[config.mk]
export PLATFORM = sky130hd
export DESIGN_NAME = storage_bridge_wb_mp
export DESIGN_NICKNAME = d
export VERILOG_FILES = /design/src/rtl/storage_bridge_pkg.sv /design/src/rtl/storage_port_fsm.sv /design/src/rtl/storage_bridge_wb_mp.sv
export SDC_FILE = /design/constraint.sdc
export NUM_CORES = 1
export LEC_CHECK = 0
export ABC_AREA = 1
export CORE_AREA = 3 3 116 118
export CTS_CLUSTER_SIZE = 40
export DETAILED_ROUTE_END_ITERATION = 10
export DIE_AREA = 0 0 119 121
export PLACE_DENSITY = 0.73
export SLEW_MARGIN = 30
export SYNTH_ARGS = -nofsm -noshare
export SYNTH_HDL_FRONTEND = slang
export SYNTH_HIERARCHICAL = 1
export SYNTH_SLANG_ARGS = --single-unit
[constraint.sdc]
create_clock -name wb_clk_i -period 2.6 [get_ports wb_clk_i]
set_input_delay 0.52 -clock wb_clk_i [delete_from_list [all_inputs] [get_ports wb_clk_i]]
set_output_delay 0.52 -clock wb_clk_i [all_outputs]
set_load 0.01 [all_outputs]
[src/rtl/storage_bridge_pkg.sv]
// Shared types and defaults for the multi-port Wishbone-to-SRAM storage bridge.
// Holds the per-port handshake states, the read-latency range check and the default decode constants.
package storage_bridge_pkg;

  typedef enum logic [1:0] {
    ST_IDLE,
    ST_RD_WAIT,
    ST_RESP
  } port_state_t;

  localparam int READ_LAT_MIN = 1;
  localparam int READ_LAT_MAX = 3;

  localparam logic [23:0] RW0_BASE_DEF = 24'h00_0000;
  localparam logic [23:0] RW1_BASE_DEF = 24'h10_0000;
  localparam logic [23:0] RO_BASE_DEF  = 24'h20_0000;
  localparam logic [23:0] ADR_MASK_DEF = 24'hFF_0000;

  function automatic bit read_lat_ok(input int lat);
    return (lat >= READ_LAT_MIN) && (lat <= READ_LAT_MAX);
  endfunction

endpackage

[src/rtl/storage_port_fsm.sv]
// One Wishbone slave port: decode, SRAM enable strobes, latency wait and registered response.
// Write/err respond 1 cycle after accept, reads READ_LAT+1; strobe is ignored until the port is back in IDLE.
module storage_port_fsm
  import storage_bridge_pkg::*;
#(
  parameter int              NB       = 1,
  parameter bit              WR_OK    = 1'b1,
  parameter int              READ_LAT = 1,
  parameter logic [NB*24-1:0] BASES   = '0,
  parameter logic [23:0]     ADR_MASK = ADR_MASK_DEF
) (
  input  logic              clk,
  input  logic              rst,
  input  logic              cyc,
  input  logic              stb,
  input  logic              we,
  input  logic [23:0]       adr,
  input  logic [NB*32-1:0]  rdata,
  output logic              ack,
  output logic              err,
  output logic [31:0]       dat,
  output logic [NB-1:0]     ena,
  output logic [NB-1:0]     wen
);

  localparam int IW = (NB > 1) ? $clog2(NB) : 1;

  port_state_t   state;
  logic [1:0]    cnt;
  logic [IW-1:0] blk;
  logic          hit;
  logic [IW-1:0] hit_idx;
  logic          valid;
  logic          go;

  // Scan downwards so the lowest matching block wins on overlapping bases.
  always_comb begin
    hit     = 1'b0;
    hit_idx = '0;
    for (int k = NB - 1; k >= 0; k--) begin
      if ((adr & ADR_MASK) == BASES[24*k +: 24]) begin
        hit     = 1'b1;
        hit_idx = k[IW-1:0];
      end
    end
  end

  assign valid = cyc & stb & (state == ST_IDLE) & ~rst;
  assign go    = valid & hit & (WR_OK | ~we);

  always_comb begin
    ena = '1;
    wen = '1;
    if (go) begin
      ena[hit_idx] = 1'b0;
      if (we) wen[hit_idx] = 1'b0;
    end
  end

  always_ff @(posedge clk) begin
    if (rst) begin
      state <= ST_IDLE;
      cnt   <= '0;
      blk   <= '0;
      ack   <= 1'b0;
      err   <= 1'b0;
      dat   <= '0;
    end else begin
      case (state)
        ST_IDLE: begin
          if (valid) begin
            if (go) begin
              blk <= hit_idx;
              if (we) begin
                ack   <= 1'b1;
                state <= ST_RESP;
              end else begin
                cnt   <= 2'(READ_LAT - 1);
                state <= ST_RD_WAIT;
              end
            end else begin
              err   <= 1'b1;
              state <= ST_RESP;
            end
          end
        end
        ST_RD_WAIT: begin
          if (cnt != '0) begin
            cnt <= cnt - 2'd1;
          end else begin
            dat   <= rdata[32*blk +: 32];
            ack   <= 1'b1;
            state <= ST_RESP;
          end
        end
        ST_RESP: begin
          ack   <= 1'b0;
          err   <= 1'b0;
          state <= ST_IDLE;
        end
        default: state <= ST_IDLE;
      endcase
    end
  end

endmodule

[src/rtl/storage_bridge_wb_mp.sv]
// Wishbone bridge from the management SoC to NUM_RW read/write SRAM blocks plus one read-only SRAM.
// Two independent ports; write/err answer in 1 cycle, reads in READ_LAT+1, one access in flight per port.
module storage_bridge_wb_mp
  import storage_bridge_pkg::*;
#(
  parameter int                   NUM_RW   = 2,
  parameter int                   RAM_AW   = 8,
  parameter int                   READ_LAT = 1,
  parameter logic [NUM_RW*24-1:0] RW_BASE  = {RW1_BASE_DEF, RW0_BASE_DEF},
  parameter logic [23:0]          RO_BASE  = RO_BASE_DEF,
  parameter logic [23:0]          ADR_MASK = ADR_MASK_DEF
) (
  input  logic                  wb_clk_i,
  input  logic                  wb_rst_i,
  input  logic [31:0]           wb_adr_i,
  input  logic [31:0]           wb_dat_i,
  input  logic [3:0]            wb_sel_i,
  input  logic                  wb_we_i,
  input  logic                  wb_cyc_i,
  input  logic [1:0]            wb_stb_i,
  output logic [1:0]            wb_ack_o,
  output logic [1:0]            wb_err_o,
  output logic [31:0]           wb_rw_dat_o,
  output logic [31:0]           wb_ro_dat_o,
  output logic [NUM_RW-1:0]     mgmt_ena,
  output logic [NUM_RW-1:0]     mgmt_wen,
  output logic [NUM_RW*4-1:0]   mgmt_wen_mask,
  output logic [RAM_AW-1:0]     mgmt_addr,
  output logic [31:0]           mgmt_wdata,
  input  logic [NUM_RW*32-1:0]  mgmt_rdata,
  output logic                  mgmt_ena_ro,
  output logic [RAM_AW-1:0]     mgmt_addr_ro,
  input  logic [31:0]           mgmt_rdata_ro
);

  if (!read_lat_ok(READ_LAT)) begin : g_bad_lat
    $error("storage_bridge_wb_mp: READ_LAT must be 1..3");
  end
  if (NUM_RW < 1 || NUM_RW > 8) begin : g_bad_num
    $error("storage_bridge_wb_mp: NUM_RW must be 1..8");
  end

  logic ro_ena;
  logic ro_wen;
  logic unused_adr;

  storage_port_fsm #(
    .NB       (NUM_RW),
    .WR_OK    (1'b1),
    .READ_LAT (READ_LAT),
    .BASES    (RW_BASE),
    .ADR_MASK (ADR_MASK)
  ) u_rw_port (
    .clk   (wb_clk_i),
    .rst   (wb_rst_i),
    .cyc   (wb_cyc_i),
    .stb   (wb_stb_i[0]),
    .we    (wb_we_i),
    .adr   (wb_adr_i[23:0]),
    .rdata (mgmt_rdata),
    .ack   (wb_ack_o[0]),
    .err   (wb_err_o[0]),
    .dat   (wb_rw_dat_o),
    .ena   (mgmt_ena),
    .wen   (mgmt_wen)
  );

  storage_port_fsm #(
    .NB       (1),
    .WR_OK    (1'b0),
    .READ_LAT (READ_LAT),
    .BASES    (RO_BASE),
    .ADR_MASK (ADR_MASK)
  ) u_ro_port (
    .clk   (wb_clk_i),
    .rst   (wb_rst_i),
    .cyc   (wb_cyc_i),
    .stb   (wb_stb_i[1]),
    .we    (wb_we_i),
    .adr   (wb_adr_i[23:0]),
    .rdata (mgmt_rdata_ro),
    .ack   (wb_ack_o[1]),
    .err   (wb_err_o[1]),
    .dat   (wb_ro_dat_o),
    .ena   (ro_ena),
    .wen   (ro_wen)
  );

  always_comb begin
    mgmt_wen_mask = '0;
    for (int k = 0; k < NUM_RW; k++) begin
      mgmt_wen_mask[4*k +: 4] = mgmt_wen[k] ? 4'h0 : wb_sel_i;
    end
  end

  // The RO macro has no write path, so an enable that came with a write is never let through.
  assign mgmt_ena_ro  = ro_ena | ~ro_wen;
  assign mgmt_addr    = wb_adr_i[RAM_AW+1:2];
  assign mgmt_addr_ro = wb_adr_i[RAM_AW+1:2];
  assign mgmt_wdata   = wb_dat_i;
  assign unused_adr   = ^{wb_adr_i[31:24], wb_adr_i[1:0]};

endmodule

## Yosys cells after proc, flatten, opt, wreduce, memory -nomap -nowiden

Cells that the tools add are included.
Widths: inputs -> output; s select.

| storage, ports and cells | value |
|---|---|
| register bits | 77 |
| input port bits | 170 |
| output and inout bits | 129 |
| word-level logic and storage cells | 122 |

| cells by class | value |
|---|---|
| add/subtract/negate cells | 2 |
| order comparisons | 2 |
| equality and inequality tests | 20 |
| shift-type cells | 1 |
| mux-type cells | 47 |
| bitwise operators | 16 |
| reduce and logical (&&, ||, !) cells | 23 |

Operators by type and width:

| cell | number |
|---|---|
| $shiftx 64x7->32 | 1 |
| $mux 2 | 17 |
| $logic_not 24->1 | 1 |
| $reduce_and 5->1 | 4 |
| $mux 1 | 19 |
| $ne 2x2->1 const B | 8 |
| $pmux 2 s2 | 4 |
| $ne 2x1->1 const B | 6 |
| $reduce_bool 2->1 | 6 |
| $and 1x1->1 | 9 |
| $reduce_and 3->1 | 3 |
| $eq 8x5->1 const B | 1 |
| $eq 8x6->1 const B | 1 |
| $mux 4 | 2 |
| $reduce_and 2->1 | 4 |
| $pmux 1 s3 | 2 |
| $reduce_bool 3->1 | 2 |
| $not 1->1 | 5 |
| $eq 2x1->1 const B | 2 |
| $eq 2x2->1 const B | 2 |
| $logic_not 2->1 | 2 |
| $pmux 1 s2 | 2 |
| $sub 2x1->2 const B | 2 |
| $lt 1x2->1 const B | 1 |
| 5 further kinds | 5 |

## Longest topological paths before layout

| logic depth | value |
|---|---|
| word-level depth | 11 |
| gate-level depth with buffers | 8 |
| depth with buffers taken out | 8 |

## Modules after synthesis

The synthesis kept the hierarchy.

By module, submodules not included:

| module | times used | cells each | area each (um^2) | sequential area each (um^2) |
|---|---|---|---|---|
| storage_port_fsm (u_rw_port) | 1 | 206 | 1774.2 | 780.7 |
| storage_port_fsm (u_ro_port) | 1 | 191 | 1462.7 | 760.7 |
| storage_bridge_wb_mp | 1 | 62 | 412.9 | 0.0 |

## Worst setup path after synthesis

Ideal clock, no wire load.

| timing | value |
|---|---|
| kind | input to output |
| start | input wb_rst_i |
| end | output mgmt_wen_mask[0] |
| arrival | 1.443 ns |
| required time | 2.080 ns |
| setup slack | 0.637 ns |
| stages on the path | 7 |
| path buffers | 0 |
| path through | inv_2 -> nand3_1 -> nor2_2 -> nand2_1 -> nor2_1 -> nand2_1 -> nor2_1 |

| on the way | value |
|---|---|
| longest elaborated chain between the ends | 5 |

RTL lines:

| element | line | source |
|---|---|---|
| start, declared | storage_bridge_wb_mp.sv:14 | `input logic wb_rst_i,` |
| $not 1->1 | storage_port_fsm.sv:48 | `assign valid = cyc & stb & (state == ST_IDLE) & ~rst;` |
| $and 1x1->1 | storage_port_fsm.sv:48 |  |
| $and 1x1->1 | storage_port_fsm.sv:49 | `assign go = valid & hit & (WR_OK \| ~we);` |
| $mux 2 | storage_port_fsm.sv:54 | `if (go) begin` |
| net mgmt_wen[0] | storage_bridge_wb_mp.sv:26 | `output logic [NUM_RW-1:0] mgmt_wen,` |
| $mux 4 | storage_bridge_wb_mp.sv:92 | `mgmt_wen_mask[4*k +: 4] = mgmt_wen[k] ? 4'h0 : wb_sel_i;` |
| end, declared | storage_bridge_wb_mp.sv:27 | `output logic [NUM_RW*4-1:0] mgmt_wen_mask,` |

The timed path passes the listed nets, and every way through them passes these cells.

## Worst setup path after layout

| timing | value |
|---|---|
| start | input wb_rst_i |
| end | output mgmt_ena_ro |

| on the way | value |
|---|---|
| elaborated cells between the ends (all ways) | 8 |
| those cells by class | 2 x mux; 6 x bitwise |

RTL lines:

| element | line | source |
|---|---|---|
| $not 1->1 | storage_port_fsm.sv:48 |  |
| $and 1x1->1 | storage_port_fsm.sv:48 |  |
| $and 1x1->1 (2 in series) | storage_port_fsm.sv:49 |  |
| $mux 1 | storage_port_fsm.sv:54 |  |
| net ro_ena | storage_bridge_wb_mp.sv:43 | `logic ro_ena;` |
| $or 1x1->1 | storage_bridge_wb_mp.sv:97 | `assign mgmt_ena_ro = ro_ena \| ~ro_wen;` |
| end, declared | storage_bridge_wb_mp.sv:31 | `output logic mgmt_ena_ro,` |

The timed path passes the listed nets, and every way through them passes these cells.

==> results.cfg <==
[setup_path]
r2r_cells = 6
critPathRequiredTime_ns = 2.08
reg2reg_from = u_rw_port/cnt[0]
start_kind = primary input
arrival_ns = 2.02
path_class = primary input to output pin
crit_path_max_fanout = 6
endpoint_kind = output pin
r2r_slack_ns = 0.92
rr_endpoint = u_rw_port/dat[14]

[finish]
diodes = 0
layout-drive-gt1-share = 0.0787
area_growth_pct = 56.8
num-nets-final = 777
fin_cells = 782

[sta]
max_freq_ghz = 0.393
min_period_ns = 2.54
rsz0062_at_grt = yes
fin_tns_setup_ns = 0
worst_slew_pin_slew_ns = 0.702
fin_skew_ns = 0.00574
hold_viol_final = 0
final_max_slew_viol_count = 0
fin_crit_sh = 0.978
relSlewSlack = 0.532
setup_viol = 0

[clocking]
clk_latency_ns = 0.33
numCtsBuffers = 9
clock_sinks = 77
cts_buffer_depth = 2
cts_tree = built
htreeDepth = 3
clkTransAtPathRegs_ns = 0.06
hold_buffers = 0
cts_root_buf = clkbuf_16

[power]
irDropWorstVdd_mv = 0.362
power.leakage_nw = 2.14
p_per_area_nw_per_um2 = 484

[placed_design]
gp_congestion = 0.750
portBuffers = 194
dpl.hpwl_um = 8130
placed_cells = 766

[floorplanning]
die_h_um = 121
start_util = 0.290
die_area_sq_um = 14400
placementRows = 41
dieWidth_um = 119
core_region_area_sq_um = 12600
boundaryPins = 299

[logic_synthesis]
yosysUniqueCellTypes = 25
netlist_instances = 459
syn_avg_cell_area_sq_um = 7.95
seq_area_frac_synth = 0.422
yosysWarnings = 6
synth-seq-cells = 77
syn_area_sq_um = 3650
synth_nets = 631

[detailed_routing]
vias = 3480
routed_wl_um = 10600
wire_per_inst_um = 13.5
ant_nets = 0
drt_iter0_markers = 118
routed_via_density = 4.45
firstDrtPassIters = 4
drc_errors = 0

[worst_hold_path]
min_from = u_ro_port/dat[22]
whs_endpoint = u_ro_port/dat[22]
hold_class = flop to flop
min_delay_path_depth = 2

[flow_run]
maxCapViolations = 0

[global_route]
gr-total-overflow = 0
grt_usage = 0.145
grt_pass1_vias = 3551
grt_max_degree = 66
grt_first_pass_wirelength_um = 16900
antenna_found_initial = 0

[status]
status = finished clean
==> cell usage after synthesis, drive strengths merged <==
| library cell | n | share of area |
|---|---|---|
| dfxtp | 77 | 0.42 |
| a21oi | 75 | 0.10 |
| buf | 65 | 0.13 |
| o21ai | 64 | 0.088 |
| inv | 57 | 0.059 |
| nor2 | 36 | 0.043 |
| mux2i | 32 | 0.088 |
| nand2 | 27 | 0.028 |
| nand3 | 11 | 0.016 |
| clkbuf | 8 | 0.0093 |
| ha | 2 | 0.0069 |
| or2 | 2 | 0.0034 |
| conb | 1 | 0.0010 |
| nand4 | 1 | 0.0017 |
| nor3 | 1 | 0.0014 |
==> flip-flops by register name (all words and copies together), names as in the netlist <==
name	flops
u_ro_port/err	1
u_rw_port/blk	1
u_rw_port/state	2
u_rw_port/dat	32
u_ro_port/ack	1
u_ro_port/dat	32
u_rw_port/ack	1
u_rw_port/cnt	2
u_ro_port/cnt	2
u_ro_port/state	2
u_rw_port/err	1
==> worst max-delay path, stage by stage <==
cell and delay [ns]:
clkdlybuf4s50_1 0.49, buf_4 0.16, inv_2 0.04, nand3_1 0.08, nor2_1 0.06, nand2_2 0.07
inv_1 0.04, nand2_1 0.05, clkdlybuf4s50_1 0.52
==> through the flow <==
step                      cell area [sq um]  setup slack (ns)  total power, mW  hold WS [ns]   util
after floorplan                        3650             0.637             1.35         0.467      -
after global placement                 5410            -0.193             1.47         0.431  0.431
after detailed placement               5410            -0.238             1.48         0.437  0.431
after CTS                              5720            0.0367             2.82         0.451  0.455
after global routing                   5720           -0.0187             2.88         0.464  0.455
final                                  5720            0.0576             2.77         0.448  0.455
==> cell type report <==
| class | instances | area [sq um] |
|---|---|---|
| inverter | 57 | 214 |
| sequential | 77 | 1540 |
| tap | 172 | 215 |
| fill | 1221 | 6850 |
| clock inverter | 6 | 86.3 |
| timing repair buffer | 208 | 2030 |
| clock buffer | 10 | 229 |
| multi-input combinational | 252 | 1410 |
==> power breakdown <==
part / switching (mW) / internal [mW] / total, mW
registers: 0.00345 / 1.18 / 1.19
logic: 0.0786 / 0.182 / 0.260
clock network: 0.482 / 0.840 / 1.32
total: 0.564 / 2.21 / 2.77
==> routing by layer <==
layer / up-vias / part of all wire / track usage
met1: 1540 / 0.38 / 0.148
met5: - / 0 / 0
li1: 1748 / - / -
met3: 52 / 0.090 / 0.0578
met4: 0 / 0.040 / 0.0949
met2: 140 / 0.49 / 0.244
==> cell usage in the layout (no fill, tap or decap), drive strengths merged <==
cell type and n:
a21oi 75, buf 14, bufinv 2, clkbuf 12, clkdlybuf4s15 3, clkdlybuf4s50 182
clkinv 2, clkinvlp 1, conb 1, dfxtp 77, dlygate4sd2 7, ha 2
inv 58, mux2i 32, nand2 27, nand3 11, nand4 1, nor2 36
nor3 1, o21ai 64, or2 2
==> repair_timing <==
action	in CTS	in global routing
resized for setup	15	8
setup buffers	0	0
gates cloned	0	0
pin swaps	0	1
endpoints found under the setup margin	12	9
==> worst max path at each step <==
stage | startpoint | endpoint | slack, ns | depth (start not counted)
floorplan | wb_rst_i | mgmt_wen_mask[0] | 0.64 | 7
global placement | wb_adr_i[23] | mgmt_wen_mask[1] | -0.19 | 9
detailed placement | wb_adr_i[19] | mgmt_wen_mask[6] | -0.24 | 9
CTS | wb_rst_i | mgmt_ena_ro | 0.04 | 9
global route | wb_rst_i | mgmt_ena_ro | -0.02 | 9
finish | wb_rst_i | mgmt_ena_ro | 0.06 | 9
==> kinds of logic after synthesis <==
kind of cell,after synthesis,synth area share
compound gates,139,0.191
fa+ha+maj,2,0.00686
buf+inv,130,0.197
flops,77,0.422
mux,32,0.0878
other cells,1,0.00103
simple gates,78,0.0943
No activity file was read; power rests on OpenSTA's default activity.
